**config.mk**
```make
export PLATFORM = sky130hd
export DESIGN_NAME = dsp_mul_arbiter_flat
export DESIGN_NICKNAME = d
export VERILOG_FILES = /design/src/rtl/dsp_mul_arbiter_if.sv /design/src/rtl/dsp_mul_arbiter.sv /design/src/flat_wrapper.sv
export SDC_FILE = /design/constraint.sdc
export NUM_CORES = 1
export LEC_CHECK = 0
export CORE_MARGIN = 3
export CORE_UTILIZATION = 64
export DETAILED_ROUTE_END_ITERATION = 7
export PLACE_DENSITY = 0.88
export SYNTH_ARGS = -nofsm -noshare
export SYNTH_HDL_FRONTEND = slang
export SYNTH_SLANG_ARGS = --single-unit
export TNS_END_PERCENT = 100
```
**constraint.sdc**
```tcl
create_clock -name clk -period 13.2 [get_ports clk]
set_clock_uncertainty 0.2 [all_clocks]
set_input_delay 1.32 -clock clk [delete_from_list [all_inputs] [get_ports clk]]
set_output_delay 1.32 -clock clk [all_outputs]
set_load 0.005 [all_outputs]
```
**src/rtl/dsp_mul_arbiter_if.sv**
```systemverilog
// dsp_mul_arbiter_if: request/response bundle for the two-requester shared multiplier.
interface dsp_mul_arbiter_if #(parameter int W = 16);
    logic           req0_valid, req0_ready;
    logic [W-1:0]   req0_a, req0_b;
    logic           req1_valid, req1_ready;
    logic [W-1:0]   req1_a, req1_b;
    logic           stall;
    logic           rsp0_valid, rsp1_valid;
    logic [2*W-1:0] rsp0_p, rsp1_p;
    logic           busy;
    modport master (
        output req0_valid, req0_a, req0_b, req1_valid, req1_a, req1_b, stall,
        input  req0_ready, req1_ready, rsp0_valid, rsp0_p, rsp1_valid, rsp1_p, busy
    );
    modport slave (
        input  req0_valid, req0_a, req0_b, req1_valid, req1_a, req1_b, stall,
        output req0_ready, req1_ready, rsp0_valid, rsp0_p, rsp1_valid, rsp1_p, busy
    );
endinterface

```
**src/rtl/dsp_mul_arbiter.sv**
```systemverilog
// dsp_mul_arbiter: round-robin sharing of one LAT-stage W x W multiplier between two requesters.
// Define DSP_ARB_SIGNED_EN for two's-complement operands and product (unsigned otherwise).
module dsp_mul_arbiter #(
    parameter int W   = 16,
    parameter int LAT = 2
) (
    input logic clk,
    input logic rst,
    dsp_mul_arbiter_if.slave bus
);
    logic           last, xfer, gid, fire0, fire1;
    logic [LAT-1:0] vld, id;
    logic [2*W-1:0] prod [LAT];
    logic [2*W-1:0] mul, hold0, hold1;
    logic [W-1:0]   a, b;

    // last=1 means requester 1 won most recently, so requester 0 wins the next contention
    assign bus.req0_ready = ~rst & ~bus.stall & bus.req0_valid & (~bus.req1_valid | last);
    assign bus.req1_ready = ~rst & ~bus.stall & bus.req1_valid & (~bus.req0_valid | ~last);
    assign xfer = bus.req0_ready | bus.req1_ready;
    assign gid  = bus.req1_ready;
    assign a    = gid ? bus.req1_a : bus.req0_a;
    assign b    = gid ? bus.req1_b : bus.req0_b;

`ifdef DSP_ARB_SIGNED_EN
    logic signed [2*W-1:0] sa, sb;
    assign sa  = {{W{a[W-1]}}, a};
    assign sb  = {{W{b[W-1]}}, b};
    assign mul = sa * sb;
`else
    assign mul = {{W{1'b0}}, a} * {{W{1'b0}}, b};
`endif

    assign fire0 = vld[LAT-1] & ~id[LAT-1] & ~bus.stall;
    assign fire1 = vld[LAT-1] & id[LAT-1] & ~bus.stall;

    always_ff @(posedge clk or posedge rst) begin
        if (rst) begin
            vld   <= '0;
            id    <= '0;
            last  <= 1'b1;
            hold0 <= '0;
            hold1 <= '0;
        end else if (!bus.stall) begin
            vld[0] <= xfer;
            id[0]  <= gid;
            for (int i = 1; i < LAT; i++) begin
                vld[i] <= vld[i-1];
                id[i]  <= id[i-1];
            end
            if (xfer) last <= gid;
            if (fire0) hold0 <= prod[LAT-1];
            if (fire1) hold1 <= prod[LAT-1];
        end
    end

    // product datapath needs no reset: it is only observed through vld
    always_ff @(posedge clk) begin
        if (!bus.stall) begin
            prod[0] <= mul;
            for (int i = 1; i < LAT; i++) prod[i] <= prod[i-1];
        end
    end

    assign bus.rsp0_valid = fire0;
    assign bus.rsp1_valid = fire1;
    assign bus.rsp0_p     = fire0 ? prod[LAT-1] : hold0;
    assign bus.rsp1_p     = fire1 ? prod[LAT-1] : hold1;
    assign bus.busy       = |vld;
endmodule

```
**src/flat_wrapper.sv**
```systemverilog
// flat-port wrapper written by rule: the top's interface ports become plain ports
module dsp_mul_arbiter_flat 
#(
    parameter int W   = 16,
    parameter int LAT = 2
)
  (clk, rst, bus_req0_valid, bus_req0_a, bus_req0_b, bus_req1_valid, bus_req1_a, bus_req1_b, bus_stall, bus_req0_ready, bus_req1_ready, bus_rsp0_valid, bus_rsp0_p, bus_rsp1_valid, bus_rsp1_p, bus_busy);
  dsp_mul_arbiter_if #(.W(W)) bus_i ();
  input logic clk;
  input logic rst;
  input wire logic [$bits(bus_i.req0_valid)-1:0] bus_req0_valid;
  input wire logic [$bits(bus_i.req0_a)-1:0] bus_req0_a;
  input wire logic [$bits(bus_i.req0_b)-1:0] bus_req0_b;
  input wire logic [$bits(bus_i.req1_valid)-1:0] bus_req1_valid;
  input wire logic [$bits(bus_i.req1_a)-1:0] bus_req1_a;
  input wire logic [$bits(bus_i.req1_b)-1:0] bus_req1_b;
  input wire logic [$bits(bus_i.stall)-1:0] bus_stall;
  output wire logic [$bits(bus_i.req0_ready)-1:0] bus_req0_ready;
  output wire logic [$bits(bus_i.req1_ready)-1:0] bus_req1_ready;
  output wire logic [$bits(bus_i.rsp0_valid)-1:0] bus_rsp0_valid;
  output wire logic [$bits(bus_i.rsp0_p)-1:0] bus_rsp0_p;
  output wire logic [$bits(bus_i.rsp1_valid)-1:0] bus_rsp1_valid;
  output wire logic [$bits(bus_i.rsp1_p)-1:0] bus_rsp1_p;
  output wire logic [$bits(bus_i.busy)-1:0] bus_busy;
  assign bus_i.req0_valid = bus_req0_valid;
  assign bus_i.req0_a = bus_req0_a;
  assign bus_i.req0_b = bus_req0_b;
  assign bus_i.req1_valid = bus_req1_valid;
  assign bus_i.req1_a = bus_req1_a;
  assign bus_i.req1_b = bus_req1_b;
  assign bus_i.stall = bus_stall;
  assign bus_req0_ready = bus_i.req0_ready;
  assign bus_req1_ready = bus_i.req1_ready;
  assign bus_rsp0_valid = bus_i.rsp0_valid;
  assign bus_rsp0_p = bus_i.rsp0_p;
  assign bus_rsp1_valid = bus_i.rsp1_valid;
  assign bus_rsp1_p = bus_i.rsp1_p;
  assign bus_busy = bus_i.busy;
  dsp_mul_arbiter #(.W(W), .LAT(LAT)) u_core (.clk(clk), .rst(rst), .bus(bus_i));
endmodule
```
After elaboration in Yosys (flattened, before gate mapping):

Memory sizes are Yosys's and may differ from the RTL's.
Cells that the tools add are included.

* reduce and logical (&&, ||, !) cells: 2
* muxes and demuxes: 5
* multipliers: 1
* bitwise gates (word level): 18

Operator list (number)
* 32-bit two-way mux: 2
* 16-bit by 16-bit multiplier with 32-bit output: 1
* 16-bit two-way mux: 2
* 1-bit AND: 9
* 1-bit inverter: 6
* 1-bit bitwise OR: 3
* 2-bit AND reduction: 1
* 2-bit OR reduction: 1
* 1-bit two-way mux: 1

* memories kept: 1
* memory bits (writable): 64
* register bits: 69
* logic and storage cells: 32
* output and inout port bits: 69
* bits of input ports: 69

Memories
* u_core.prod: words 2, bits a word 32, rd ports 2, clocked after memory_dff 0, write ports 2, line dsp_mul_arbiter.sv:13 `logic [2*W-1:0] prod [LAT];`

Depth between registers and ports, before layout:

* depth after elaboration: 6
* mapped depth: 29
* mapped depth without buffers: 24

Worst setup path after synthesis:

No wires, ideal clock.

* path type: input port to flip-flop
* from: input bus_stall
* to: memory u_core.prod[0][31] (netlist bit), data pin
* path buffers: 3
* library setup time: 258 ps
* cell stages on the path: 24
* data required time: 12742 ps
* data arrival time: 6973 ps
* slack: 5769 ps
* path through: buf_2 nor2_1 nand3_1 buf_4 buf_2 mux2i_1 nor2_1 fa_1 inv_1 fa_1 fa_1 fa_1 inv_1 fa_1 inv_1 fa_1 inv_1 ha_1 nand2_1 nor3_4 a21oi_4 o41ai_2 o21ba_1 xnor2_1

RTL lines
* from (decl): line flat_wrapper.sv:17 `input wire logic [$bits(bus_i.stall)-1:0] bus_stall;`
* to (decl): line dsp_mul_arbiter.sv:13

==> impl_metrics.yaml <==
finish:
  drive_gt1_share_pct: 8.70
  fin_util_pct: 76.3
  diodes: 0
  final_cell_count_no_fill: 1872
  regArea_um2: 3650
  syn_to_final_growth_pct: 15.5
  layout.nets: 1951
  multi_input_comb_area_um2: 9320
  fill_cells: 1402
timing:
  finalSetupTns_ps: 0
  finalHoldViolCount: 0
  fmax_mhz: 107
  post-route-min-period_ps: 9340
  maxSlewViolCount: 0
  rsz0062_at_grt: "false"
  relSlewSlack_pct: 21.7
  setup_violations: 0
  post-route-period-util_pct: 70.8
  tightest_slew_ps: 1140
global_routing:
  grt_pass1_vias: 11400
  grt_pass1_wl_um: 58500
  track_usage_pct: 30.9
  grt_overflow: 0
  antenna_found_initial: 0
  grt_max_degree: 70
detailed_routing:
  num_vias: 10800
  firstDrtPassIters: 5
  drt-total-wl_um: 36000
  drcViolationCount: 0
  drt_iter0_markers: 907
  via_per_inst: 5.79
  wire_per_inst_um: 19.2
  final_antenna_net_count: 0
clocking:
  cts_tree: "built"
  ctsRootBufferMaster: "clkbuf_16"
  cts.clk_slew.worst_paths_ps: 50
  post_cts_buffers: 0
  cts-resized-gates: 0
  htreeDepth: 4
  numCtsBuffers: 17
  cts.sinks: 133
  cts_hold_buf: 0
  insertion_delay_ps: 410
  clockBufferDepth: 2
setup_path:
  arrival_ps: 9290
  cp-start-kind: "input pin"
  crit_required_ps: 13150
  worstSetupEndpointType: "register"
  crit_path_max_fanout: 63
  critical_path_class: "input pin to register"
logic_synthesis:
  syn_inst: 1463
  ys.flop_type: "dfrtp_1"
  yosys-top-cells-area: "fa_1 28%, edfxtp_1 14%, dfrtp_1 12%, nand2_1 9.7%, ha_1 9.2%"
  ys_types: 64
  synthArstFlopShare_pct: 51.9
  synth_area_um2: 14100
  yosys.area.top_type: "fa_1"
  synth_common_cells: "365 x nand2_1, 225 x inv_1, 194 x fa_1"
  synth_edf_count: 64
  ys_ff_latch: 133
  yosysTopAreaCellShare_pct: 27.6
  yosysSeqAreaShare_pct: 25.9
  synth.net_count: 1830
  syn_avg_cell_area_um2: 9.62
  yosys_warnings: 0
  synth_most_common_cell: "nand2_1"
place:
  dp_hpwl_um: 27900
  place_inst: 1840
  io_buffer_count: 137
  gp_congestion: 0.946
floorplanning:
  initial_utilization_pct: 66.1
  num_rows: 53
  die_w_um: 154
  dieHeight_um: 154
  die-area_um2: 23800
  coreArea_um2: 21300
  io_pins: 138
run_status:
  outcome: "finished, final reports clean"
worst_hold_path:
  hold_path.class: "register to register"
flow_run:
  max_cap_viol_count: 0
metrics by stage:
step / worst slack [ps] / hold slack, ps / instance area (µm²)
finish: 3860 / 217 / 16300
global route: 3430 / 221 / 16300
CTS: 3930 / 218 / 16300
detailed placement: 3590 / 205 / 15600
global placement: 3840 / 201 / 15600
floorplan: 5770 / 200 / 14100
per-layer routing:
metal | track usage (%) | wire length (µm) | up-vias | share of wire, %
li1 | - | - | 4801 | -
met1 | 40.8 | 14400 | 5377 | 40
met2 | 51.7 | 17300 | 565 | 48
met3 | 6.38 | 3060 | 96 | 8.5
met4 | 9.84 | 1160 | 0 | 3.2
met5 | 0 | 0 | - | 0
worst paths after layout:
| check | startpoint | endpoint | cells past startpoint | slack [ps] |
|---|---|---|---|---|
| worst max-delay path | bus_stall | u_core.prod[0][22]$_DFFE_PN_ | 23 | 3860 |
| worst min-delay path | u_core.prod[0][30]$_DFFE_PN_ | u_core.prod[0][62]$_DFFE_PN_ | 0 | 220 |
| worst max register to register | u_core.last$_DFFE_PP1P_ | u_core.prod[0][22]$_DFFE_PN_ | 22 | 5180 |
| worst min register to register | u_core.prod[0][30]$_DFFE_PN_ | u_core.prod[0][62]$_DFFE_PN_ | 0 | 220 |
| max in group asynchronous | rst | u_core.hold0[24]$_DFFE_PP0N_ | 3 | 10860 |
| min in group asynchronous | rst | u_core.hold1[1]$_DFFE_PP0N_ | 3 | 1360 |
registers in the layout, indices dropped and copies added (netlist names):
signal,cells
u_core.last,1
u_core.id,2
u_core.prod,64
u_core.hold1,32
u_core.hold0,32
u_core.vld,2
worst max-delay path, stage by stage:
cell and delay (ps):
clkdlybuf4s50_1 560, nor2_1 290, nand3_4 710, inv_2 720, nand2_1 120, nand2_1 440
nand2_1 160, fa_1 550, fa_1 520, fa_1 530, inv_1 60, fa_1 470
fa_1 550, inv_1 50, fa_1 480, inv_1 40, ha_1 350, a21oi_1 300
nor3_1 90, a21oi_1 130, a21boi_1 450, a31oi_1 170, xor2_1 160
placed cells by master (no fill, tap or decap), types with 2 or more instances in the layout:
cell type / netlist / layout
nand2_1: 365 / 365
inv_1: 225 / 223
fa_1: 194 / 194
clkdlybuf4s50_1: 0 / 137
nor2_1: 132 / 132
ha_1: 104 / 104
dfrtp_1: 68 / 68
mux2_2: 66 / 66
edfxtp_1: 64 / 64
a21oi_1: 37 / 37
mux2i_1: 26 / 24
clkbuf_16: 0 / 17
xor2_1: 15 / 15
xnor2_1: 15 / 15
buf_4: 8 / 11
o21ai_0: 10 / 10
nand2b_1: 8 / 8
mux2i_2: 5 / 7
nand4_1: 7 / 7
nor3_1: 7 / 7
a21o_1: 6 / 6
o21ai_1: 5 / 5
o21a_1: 5 / 5
bufinv_16: 0 / 5
nand3_1: 5 / 4
o21bai_1: 4 / 4
inv_2: 1 / 3
or2_2: 3 / 3
clkinvlp_4: 0 / 3
clkinv_2: 0 / 3
and2_1: 2 / 2
o31ai_1: 2 / 2
o211ai_1: 2 / 2
or3_4: 2 / 2
clkinv_4: 0 / 2
area by class of cell:
cell class,instances,area share [%]
Clock buffer,18,2.64
Clock inverter,14,1.29
Inverter,226,5.22
Multi-Input combinational cell,1058,57.3
Sequential cell,133,22.5
Tap cell,275,2.12
Timing Repair Buffer,148,8.95
logic make-up (layout without fill, tap and decap cells):
family	Yosys count	after routing	share of synthesized area, %
xor gates and xnor gates	30	30	1.87
buffers and inverters	272	406	8.02
AOI/OAI and AO/OA	89	89	4.16
muxes	97	97	7.62
and+or+nand+nor	544	544	15.5
DFF	133	133	25.9
adders and majority gates	298	298	36.9
Power is not shown: default switching activity piles up to over one toggle a cycle in this logic, so the estimate is an artifact.
